**src/rtl/bp_pkg.sv**
```systemverilog
// Shared types and constants for the branch-predictor update controller.
// Holds the queued-update record, the flush FSM states and the counter limits.
package bp_pkg;

  localparam logic [1:0] CTR_MAX = 2'b11;
  localparam logic [1:0] CTR_MIN = 2'b00;

  typedef struct packed {
    logic [31:0] pc;
    logic        taken;
    logic [31:0] target;
    logic [1:0]  ctr;
  } bp_entry_t;

  typedef enum logic {
    RUN   = 1'b0,
    FLUSH = 1'b1
  } bp_state_e;

  // Saturating 2-bit counter step toward the resolved direction.
  function automatic logic [1:0] next_ctr(input logic [1:0] ctr, input logic taken);
    logic [1:0] r;
    if (taken) r = (ctr == CTR_MAX) ? CTR_MAX : ctr + 2'd1;
    else       r = (ctr == CTR_MIN) ? CTR_MIN : ctr - 2'd1;
    return r;
  endfunction

endpackage

```
**src/rtl/bp_update_fifo.sv**
```systemverilog
// FIFO of resolved-branch updates waiting for the shared predictor table port.
// Count spans 0..QDEPTH so full and empty never alias.
module bp_update_fifo
  import bp_pkg::*;
#(
  parameter int QDEPTH = 4
) (
  input  logic                      clk,
  input  logic                      reset,
  input  logic                      push,
  input  logic                      pop,
  input  bp_entry_t                 din,
  output bp_entry_t                 dout,
  output logic                      full,
  output logic                      empty,
  output logic [$clog2(QDEPTH):0]   count
);

  localparam int PW = $clog2(QDEPTH);

  bp_entry_t     mem [QDEPTH];
  logic [PW-1:0] wr_ptr;
  logic [PW-1:0] rd_ptr;
  logic          do_push;
  logic          do_pop;

  assign full    = (count == (PW+1)'(QDEPTH));
  assign empty   = (count == '0);
  assign do_push = push && !full;
  assign do_pop  = pop && !empty;
  assign dout    = mem[rd_ptr];

  // Pointers wrap naturally because QDEPTH is a power of two.
  always_ff @(posedge clk or posedge reset) begin
    if (reset) begin
      wr_ptr <= '0;
      rd_ptr <= '0;
      count  <= '0;
    end else begin
      if (do_push) wr_ptr <= wr_ptr + 1'b1;
      if (do_pop)  rd_ptr <= rd_ptr + 1'b1;
      if (do_push && !do_pop)      count <= count + 1'b1;
      else if (do_pop && !do_push) count <= count - 1'b1;
    end
  end

  always_ff @(posedge clk) begin
    if (do_push) mem[wr_ptr] <= din;
  end

endmodule

```
**src/rtl/bp_update_ctrl.sv**
```systemverilog
// Owns the single predictor-table port: arbitrates fetch lookups against queued
// resolved-branch updates and raises a one-cycle flush on mispredictions.
module bp_update_ctrl
  import bp_pkg::*;
#(
  parameter int QDEPTH = 4,
  parameter int IDX_W  = 6
) (
  input  logic             clk,
  input  logic             reset,
  input  logic             lookup_req,
  input  logic [31:0]      lookup_pc,
  output logic             lookup_stall,
  input  logic             res_valid,
  output logic             res_ready,
  input  logic [31:0]      res_pc,
  input  logic             res_taken,
  input  logic [31:0]      res_target,
  input  logic             res_pred_taken,
  input  logic [31:0]      res_pred_target,
  input  logic [1:0]       res_ctr,
  output logic             tbl_en,
  output logic             tbl_we,
  output logic [IDX_W-1:0] tbl_addr,
  output logic [1:0]       tbl_wctr,
  output logic             tbl_wtgt_en,
  output logic [31:0]      tbl_wtgt,
  output logic             flushbp,
  output logic [31:0]      redirect_pc,
  output bp_state_e        state_dbg
);

  bp_state_e                state;
  bp_entry_t                push_entry;
  bp_entry_t                head;
  logic                     q_full;
  logic                     q_empty;
  logic [$clog2(QDEPTH):0]  q_count;
  logic                     push;
  logic                     pop;
  logic                     mispredict;
  logic [31:0]              recover_pc;

  // Resolution handshake: an update is accepted on a cycle where res_valid and
  // res_ready are both 1; res_ready is purely !full and ignores a same-cycle pop.
  assign res_ready = !q_full;
  assign push      = res_valid && res_ready;

  assign push_entry = '{pc: res_pc, taken: res_taken, target: res_target, ctr: res_ctr};

  assign mispredict = (res_taken != res_pred_taken) ||
                      (res_taken && res_pred_taken && (res_target != res_pred_target));
  assign recover_pc = res_taken ? res_target : res_pc + 32'd4;

  bp_update_fifo #(.QDEPTH(QDEPTH)) u_fifo (
    .clk   (clk),
    .reset (reset),
    .push  (push),
    .pop   (pop),
    .din   (push_entry),
    .dout  (head),
    .full  (q_full),
    .empty (q_empty),
    .count (q_count)
  );

  always_ff @(posedge clk or posedge reset) begin
    if (reset) begin
      state       <= RUN;
      flushbp     <= 1'b0;
      redirect_pc <= '0;
    end else begin
      if (push && mispredict) begin
        state       <= FLUSH;
        flushbp     <= 1'b1;
        redirect_pc <= recover_pc;
      end else begin
        state       <= RUN;
        flushbp     <= 1'b0;
      end
    end
  end

  assign state_dbg = state;

  // Port arbitration: first matching rule wins.
  always_comb begin
    tbl_en       = 1'b0;
    tbl_we       = 1'b0;
    tbl_addr     = '0;
    tbl_wctr     = CTR_MIN;
    tbl_wtgt_en  = 1'b0;
    tbl_wtgt     = '0;
    lookup_stall = 1'b0;
    pop          = 1'b0;
    if (q_empty) begin
      if (lookup_req) begin
        tbl_en   = 1'b1;
        tbl_addr = lookup_pc[IDX_W+1:2];
      end
    end else if (state == FLUSH || !lookup_req || q_full) begin
      pop          = 1'b1;
      tbl_en       = 1'b1;
      tbl_we       = 1'b1;
      tbl_addr     = head.pc[IDX_W+1:2];
      tbl_wctr     = next_ctr(head.ctr, head.taken);
      tbl_wtgt_en  = head.taken;
      tbl_wtgt     = head.target;
      lookup_stall = q_full && (state != FLUSH) && lookup_req;
    end else begin
      tbl_en   = 1'b1;
      tbl_addr = lookup_pc[IDX_W+1:2];
    end
  end

  // Only the index bits of each PC address the table.
  logic unused_bits;
  assign unused_bits = ^{lookup_pc[31:IDX_W+2], lookup_pc[1:0],
                         head.pc[31:IDX_W+2], head.pc[1:0], q_count};

endmodule

```
**config.mk**
```make
export PLATFORM = sky130hd
export DESIGN_NAME = bp_update_ctrl
export DESIGN_NICKNAME = d
export VERILOG_FILES = /design/src/rtl/bp_pkg.sv /design/src/rtl/bp_update_fifo.sv /design/src/rtl/bp_update_ctrl.sv
export SDC_FILE = /design/constraint.sdc
export NUM_CORES = 1
export LEC_CHECK = 0
export CAP_MARGIN = 15
export CELL_PAD_IN_SITES_DETAIL_PLACEMENT = 1
export CELL_PAD_IN_SITES_GLOBAL_PLACEMENT = 1
export CORE_MARGIN = 8
export CORE_UTILIZATION = 30
export DETAILED_ROUTE_END_ITERATION = 10
export PLACE_DENSITY = 0.63
export SLEW_MARGIN = 20
export SYNTH_ARGS = -nofsm -noshare
export SYNTH_HDL_FRONTEND = slang
export SYNTH_SLANG_ARGS = --single-unit
```
**constraint.sdc**
```tcl
create_clock -name clk -period 2.4 [get_ports clk]
set_input_delay 0.6 -clock clk [delete_from_list [all_inputs] [get_ports clk]]
set_output_delay 0.6 -clock clk [all_outputs]
set_load 0.03 [all_outputs]
```
After elaboration in Yosys (flattened, before gate mapping)
Memories as Yosys holds them, arrays and structs flattened.
Cells that the tools add are included.
Storage, ports and cells
  register bits: 40
  bits in writable memories: 268
  output and inout bits: 79
  word-level logic and storage cells: 63
  memories kept: 1
Cells by class
  add/subtract/negate cells: 7
  equal/unequal tests: 4
  multiplexer cells: 24
  bitwise logic cells: 1
  reductions and logical operators: 21
Memory list
  u_fifo.mem: depth 4, width 67, read ports 1, clocked after Yosys merged registers in 0, write ports 1, line bp_update_fifo.sv:21  | bp_entry_t mem [QDEPTH];
Operators by type and width (number)
  $mux W32: 3
  $add A32 B3 Y32 const B: 1
  $ne A32 B32 Y1: 1
  $mux W6: 3
  $mux W1: 11
  $logic_and A1 B1 Y1: 10
  $mux W2: 5
  $add A2 B1 Y2 const B: 3
  $mux W3: 2
  $logic_not A1 Y1: 5
  $add A3 B1 Y3 const B: 1
  $eq A3 B3 Y1 const B: 1
  $logic_not A3 Y1: 1
  $logic_or A1 B1 Y1: 3
  $sub A3 B1 Y3 const B: 1
  $eq A2 B2 Y1 const B: 1
  $logic_not A2 Y1: 1
  $reduce_bool A2 Y1: 1
  $sub A2 B1 Y2 const B: 1
  $ne A1 B1 Y1: 1
  $not A1 Y1: 1

Logic depth before layout (Yosys ltp)
Gate-level depths: netlist of the first run.
  depth in word-level cells: 9
  gate-level depth with buffers: 10

Modules after synthesis
From an unflattened synthesis of the first run, not the netlist that was laid out.
Unflattened totals
  cells, all modules: 722
  area, all modules: 13076.3 sq um
By module, submodules not included
  bp_update_fifo: times used 1, cells each 387, area each 10098.4 sq um, sequential area each 8222.9 sq um
  bp_update_ctrl: times used 1, cells each 335, area each 2977.9 sq um, sequential area each 825.8 sq um

Worst setup path before layout of the first run
Ideal clock, no wire load.
  path kind: flip-flop to output port
  start: reg u_fifo.rd_ptr[1]
  end: out tbl_wctr[0]
  arrival time: 1.861 ns
  path slack: -0.061 ns
  stages on the path, launching flop included: 6
  cell sequence: dfrtp_1 > clkbuf_1 > clkbuf_1 > mux4_2 > o21bai_1 > a21oi_1
On the way
  cells in the longest elaborated chain, start to end: 6
RTL lines
  start: declaration: line bp_update_fifo.sv:23  | logic [PW-1:0] rd_ptr;
  start signal: assignment: line bp_update_fifo.sv:41  | if (do_pop) rd_ptr <= rd_ptr + 1'b1;
  $mem_v2 Z4 W67 (*)
  $sub A2 B1 Y2, or another cell as far along: line bp_pkg.sv:24  | else r = (ctr == CTR_MIN) ? CTR_MIN : ctr - 2'd1;
  $mux W2 (on tied branches): line bp_pkg.sv:24, bp_pkg.sv:23
  $mux W2 (*): line bp_pkg.sv:23  | if (taken) r = (ctr == CTR_MAX) ? CTR_MAX : ctr + 2'd1;
  $mux W2 (*): line bp_update_ctrl.sv:101  | end else if (state == FLUSH || !lookup_req || q_full) begin
  $mux W2 (*): line bp_update_ctrl.sv:96  | if (q_empty) begin
  end: declaration: line bp_update_ctrl.sv:25  | output logic [1:0] tbl_wctr,
Every way passes the cells marked *; elsewhere a longest branch is shown, timed or not.

Worst setup path in the final report of the first run
  start: reg u_fifo.rd_ptr[0]
  end: out tbl_wctr[1]
Same word-level chain as after synthesis.

==> impl_metrics.env, run 1 <==
export IMPL_synth_edf_count=164
export IMPL_ys_types=38
export IMPL_die_x_um=191.1
export IMPL_fin_crit_ns=2.774
export IMPL_worst_pin_slew_ns=0.4815
export IMPL_cts_buffer_depth=3
export IMPL_vias=6267
export IMPL_relSlewSlack=0.6785
export IMPL_wl_per_cell_um=23.54
export IMPL_grt_max_degree=65
export IMPL_grtUsageTotal=0.1700
export IMPL_violations="negative setup slack"
export IMPL_hpwlAfterDp_um=22140
export IMPL_drive_above_1_share=0.4017
export IMPL_cts_made_buffers=23
export IMPL_path_clk_slew_ns=0.06
export IMPL_synthFlopType="edfxtp_1"
export IMPL_drtIter0Drc=278
export IMPL_antenna_found_initial=2
export IMPL_r2r_worst_path_cells=9
export IMPL_finalNonFillerCells=1347
export IMPL_fmax_ghz=0.3604
export IMPL_cts_sinks=204
export IMPL_synth_avg_cell_area_um2=15.51
export IMPL_critical_path_max_fanout=5
export IMPL_initial_core_util=0.3022
export IMPL_synth_warnings=0
export IMPL_dp_cells=1262
export IMPL_crit_type="flop to primary output"
export IMPL_core_area_mm2=0.03043
export IMPL_cts_root_buf="clkbuf_16"
export IMPL_num_io_pins=215
export IMPL_peakVddDrop_v=0.0004927
export IMPL_status="finished with violations"
export IMPL_syn_inst=593
export IMPL_worstPathRequired_ns=1.80
export IMPL_dpl_cell_area_mm2=0.01237
export IMPL_power_total_mw=16.87
export IMPL_gp_congestion=0.7690
export IMPL_fillers=3036
export IMPL_worst_setup_path_end_kind="primary output"
export IMPL_grt_pass1_vias=6998
export IMPL_port_buffers=188
export IMPL_final_common_cell="edfxtp_1"
export IMPL_hold_class="input pin to asynchronous set/reset pin"
export IMPL_synth_area_mm2=0.009196
export IMPL_syn_num_nets=737
export IMPL_routed_wl_um=31700
export IMPL_syn_to_final_growth_pct=54.58
export IMPL_layout_setup_ws_ns=-0.3743
export IMPL_cts_max_level=1
export IMPL_gr_total_overflow=0
export IMPL_synth_seq_area_share=0.6444
export IMPL_antenna_cells=0
export IMPL_dp_slack_ns=-0.7073
export IMPL_p_leak_nw=5.574
export IMPL_num_rows=64
export IMPL_finalSetupViolCount=42
export IMPL_async_flop_share=0.1961
export IMPL_rsz0062_at_grt="yes"
export IMPL_p_per_area_mw_per_mm2=1187
export IMPL_die_area_mm2=0.03651
export IMPL_hold_slack_ns=0.4335
export IMPL_cts_tree="done"
export IMPL_nNetsFinal=1079
export IMPL_maxSlewViolCount=0
export IMPL_vias_per_cell=4.653
export IMPL_cp_data_arrival_time_ns=2.17
export IMPL_chipHeight_um=191.1
export IMPL_insertion_delay_ns=0.50
export IMPL_fin_skew_ns=0.008939
export IMPL_final_util=0.4672
export IMPL_synth_seq_cells=204
export IMPL_final_area_mm2=0.01422
export IMPL_drt_pass1_iter_count=4
export IMPL_ant_nets=0
export IMPL_final_cell_mix="164 x edfxtp_1, 119 x buf_4, 102 x clkdlybuf4s50_1"
export IMPL_final_hold_violation_count=0
export IMPL_finalCritPeriodShare=1.156
export IMPL_start_kind="flop"
export IMPL_drv_cap=0
export IMPL_grt_pass1_wl_um=46190
export IMPL_drc_errors=0
export IMPL_fin_setup_tns_ns=-11.48
-- final cells by class --
class,count,area (um^2),share of cell area
clock inverter,12,90.09,0.006337
multi-input combinational,344,3466,0.2438
sequential,204,5928,0.4170
tap,396,495.5,0.03485
inverter,15,58.81,0.004137
timing repair buffer,347,3570,0.2511
clock buffer,29,608.1,0.04277
-- cells by family (layout without fill, tap and decap cells) --
group,Yosys count,after routing,share of synthesized area
compound gates,42,42,0.02354
mux,78,78,0.1456
fa+ha+maj,8,8,0.01170
simple gates,151,151,0.09279
buf+inv,45,403,0.02014
xor+xnor,65,65,0.06190
flops,204,204,0.6444
-- worst paths after layout --
check	startpoint	to	slack [ns]
worst max-delay path	u_fifo.rd_ptr[0]	tbl_wctr[1]	-0.37
worst min-delay path	reset	redirect_pc[28]	0.43
worst max register to register	u_fifo.count[1]	u_fifo.count[2]	0.12
worst min register to register	redirect_pc[23]	redirect_pc[23]	0.49
max in group asynchronous	reset	redirect_pc[5]	1.37
min in group clk	res_target[25]	u_fifo.mem[2][27]	0.47
-- sequential cells by signal (all words and copies together) (netlist names) --
register and flops:
u_fifo.mem 164, redirect_pc 32, u_fifo.count 3, u_fifo.rd_ptr 2
u_fifo.wr_ptr 2, state_dbg 1
-- repair_timing --
item / 4_1_cts / 5_1_grt
buffers inserted: 21 / 23
endpoints found under the hold margin: 0 / 0
pin swaps: 40 / 41
hold buffers: 0 / 0
resized for setup: 179 / 116
setup endpoints to repair: 76 / 77
cloned: 7 / 3
-- synth_stat cells (6+ instances only) --
library cell,count,share of area
inv_1,15,0.0061
o21ai_0,11,0.0060
nor2_1,13,0.0053
xnor2_1,29,0.028
edfxtp_1,164,0.54
nor4_1,9,0.0061
nand2_1,52,0.021
nor4_2,6,0.0082
a21oi_1,8,0.0044
ha_1,7,0.0095
xor2_1,36,0.034
nand3_1,9,0.0049
o21ai_1,20,0.011
clkbuf_1,19,0.0078
and2_1,35,0.024
nand4_1,6,0.0041
mux2_1,31,0.038
buf_2,10,0.0054
dfrtp_1,40,0.11
mux4_2,41,0.10
-- power by group --
group / internal (mW) / leakage, nW / total [mW] / switching, mW
sequential: 4.73 / 1.98 / 5.05 / 0.324
clock: 1.90 / 0.338 / 3.30 / 1.40
combinational: 4.26 / 3.26 / 8.52 / 4.26
-- per-layer routing --
layer,part of all wire,global-route usage,vias to the layer above
li1,-,-,2897
met1,0.40,0.2052,3196
met2,0.54,0.3137,133
met3,0.041,0.02554,39
met4,0.023,0.03967,2
met5,0.00041,0,-
-- worst max-delay path, cell delays in order (launching register included) --
cell and delay [ns]:
dfrtp_2 0.47, buf_4 0.15, mux4_2 0.53, buf_6 0.16
o21ai_2 0.14, a21oi_2 0.09, buf_12 0.14
(Power assumes the default switching activity.)
==> run 2, diff against run 1 <==
--- a/config.mk
+++ b/config.mk
@@ -12,6 +12,7 @@
 export CORE_UTILIZATION = 30
 export DETAILED_ROUTE_END_ITERATION = 10
 export PLACE_DENSITY = 0.63
+export SKIP_CTS_REPAIR_TIMING = 1
 export SLEW_MARGIN = 20
 export SYNTH_ARGS = -nofsm -noshare
 export SYNTH_HDL_FRONTEND = slang
==> run 2 against run 1 <==
  * Global-route usage is 0.89 points lower
  * Largest power group unchanged
  * Combinational power is 3.9% lower
  * Register-to-register slack better by 0.02 ns
  * Clock power hardly changed
  * Setup slack better by 0.043 ns
  * Critical path depth is 1 lower
  * The flow still finishes with violations (negative setup slack)
==> impl_metrics.env, run 2 (same netlist as run 1, synthesis figures left out) <==
export IMPL_gp_congestion=0.7690
export IMPL_cts_made_buffers=23
export IMPL_grt_pass1_vias=6763
export IMPL_cts_tree="done"
export IMPL_cts_sinks=204
export IMPL_start_kind="flop"
export IMPL_maxSlewViolCount=0
export IMPL_grt_max_degree=65
export IMPL_worstPathRequired_ns=1.80
export IMPL_drc_errors=0
export IMPL_gr_total_overflow=0
export IMPL_worst_pin_slew_ns=0.4831
export IMPL_cts_buffer_depth=3
export IMPL_fin_skew_ns=0.01252
export IMPL_relSlewSlack=0.6775
export IMPL_violations="negative setup slack"
export IMPL_die_area_mm2=0.03651
export IMPL_largest_register="u_fifo.mem"
export IMPL_largestRegisters="u_fifo.mem: 164 flops, redirect_pc: 32 flops, u_fifo.count: 3 flops"
export IMPL_core_area_mm2=0.03043
export IMPL_antenna_cells=0
export IMPL_p_leak_nw=5.642
export IMPL_status="finished with violations"
export IMPL_fmax_ghz=0.3661
export IMPL_final_cell_mix="164 x edfxtp_1, 111 x buf_4, 90 x clkdlybuf4s50_1"
export IMPL_initial_core_util=0.3022
export IMPL_antenna_found_initial=2
export IMPL_vias_per_cell=4.669
export IMPL_insertion_delay_ns=0.50
export IMPL_die_x_um=191.1
export IMPL_finalSetupViolCount=42
export IMPL_final_util=0.4624
export IMPL_grt_pass1_wl_um=44140
export IMPL_crit_type="flop to primary output"
export IMPL_hpwlAfterDp_um=22140
export IMPL_cp_data_arrival_time_ns=2.13
export IMPL_path_clk_slew_ns=0.06
export IMPL_rsz0062_at_grt="yes"
export IMPL_hold_slack_ns=0.4343
export IMPL_wl_per_cell_um=23.61
export IMPL_drt_pass1_iter_count=6
export IMPL_hold_class="input pin to asynchronous set/reset pin"
export IMPL_chipHeight_um=191.1
export IMPL_peakVddDrop_v=0.0004693
export IMPL_largest_register_ffs=164
export IMPL_p_per_area_mw_per_mm2=1174
export IMPL_worst_setup_path_end_kind="primary output"
export IMPL_critical_path_max_fanout=8
export IMPL_cts_max_level=1
export IMPL_nNetsFinal=1057
export IMPL_ant_nets=0
export IMPL_drtIter0Drc=277
export IMPL_port_buffers=188
export IMPL_vias=6187
export IMPL_fin_crit_ns=2.732
export IMPL_finalCritPeriodShare=1.138
export IMPL_syn_to_final_growth_pct=53.01
export IMPL_drv_cap=0
export IMPL_drive_above_1_share=0.3961
export IMPL_routed_wl_um=31290
export IMPL_grtUsageTotal=0.1611
export IMPL_num_io_pins=215
export IMPL_final_hold_violation_count=0
export IMPL_cts_root_buf="clkbuf_16"
export IMPL_final_common_cell="edfxtp_1"
export IMPL_num_rows=64
export IMPL_power_total_mw=16.52
export IMPL_layout_setup_ws_ns=-0.3317
## run 2: cell type report
class                   instances  area, um^2
clock buffers                  29       608.1
well taps                     396       495.5
flip-flops and latches        204        5928
multi-input cells             344        3506
inverters                      15       56.30
fillers                      3056       16360
repair buffers                325        3387
clock inverters                12       90.09
## run 2: worst paths after layout
| kind | cells after the start | end | slack (ns) | from |
|---|---|---|---|---|
| max in group asynchronous | 3 | u_fifo.count[0] | 1.36 | reset |
| min in group clk | 2 | u_fifo.mem[2][23] | 0.47 | res_target[21] |
| setup / recovery | 5 | tbl_wtgt[23] | -0.33 | u_fifo.rd_ptr[0] |
| hold / removal | 2 | redirect_pc[28] | 0.43 | reset |
| hold reg to reg | 1 | redirect_pc[4] | 0.49 | redirect_pc[4] |
| setup reg to reg | 10 | u_fifo.count[2] | 0.14 | u_fifo.count[1] |
## run 2: power by group
part / switching [mW] / internal [mW]
Clock: 1.39 / 1.90
Combinational: 4.17 / 4.02
Sequential: 0.316 / 4.73
Total: 5.88 / 10.6
## run 2: critical path, stage by stage, from the launching register on
cell,delay (ns)
dfrtp_2,0.45
buf_12,0.17
buf_4,0.15
mux4_2,0.52
and2_1,0.17
buf_2,0.17
## run 2: metrics by stage
step | cells | instance area (um^2) | setup WS (ns) | TNS [ns]
floorplan | 593 | 9200 | 0.04992 | 0
global placement | 1262 | 12370 | -0.6484 | -36.17
detailed placement | 1262 | 12370 | -0.7073 | -37.67
CTS | 1303 | 13070 | -0.6671 | -27.77
global route | 1325 | 14070 | -0.4175 | -14.68
finish | 1325 | 14070 | -0.3317 | -11.47
## run 2: layer usage
layer  wire [um]  up-vias  share of wire  track usage
met1       12630     3165           0.40       0.1990
met3        1435       35          0.046      0.02700
li1            -     2847              -            -
met5          13        -        0.00042            0
met4         592        2          0.019      0.03700
met2       16620      138           0.53       0.2901
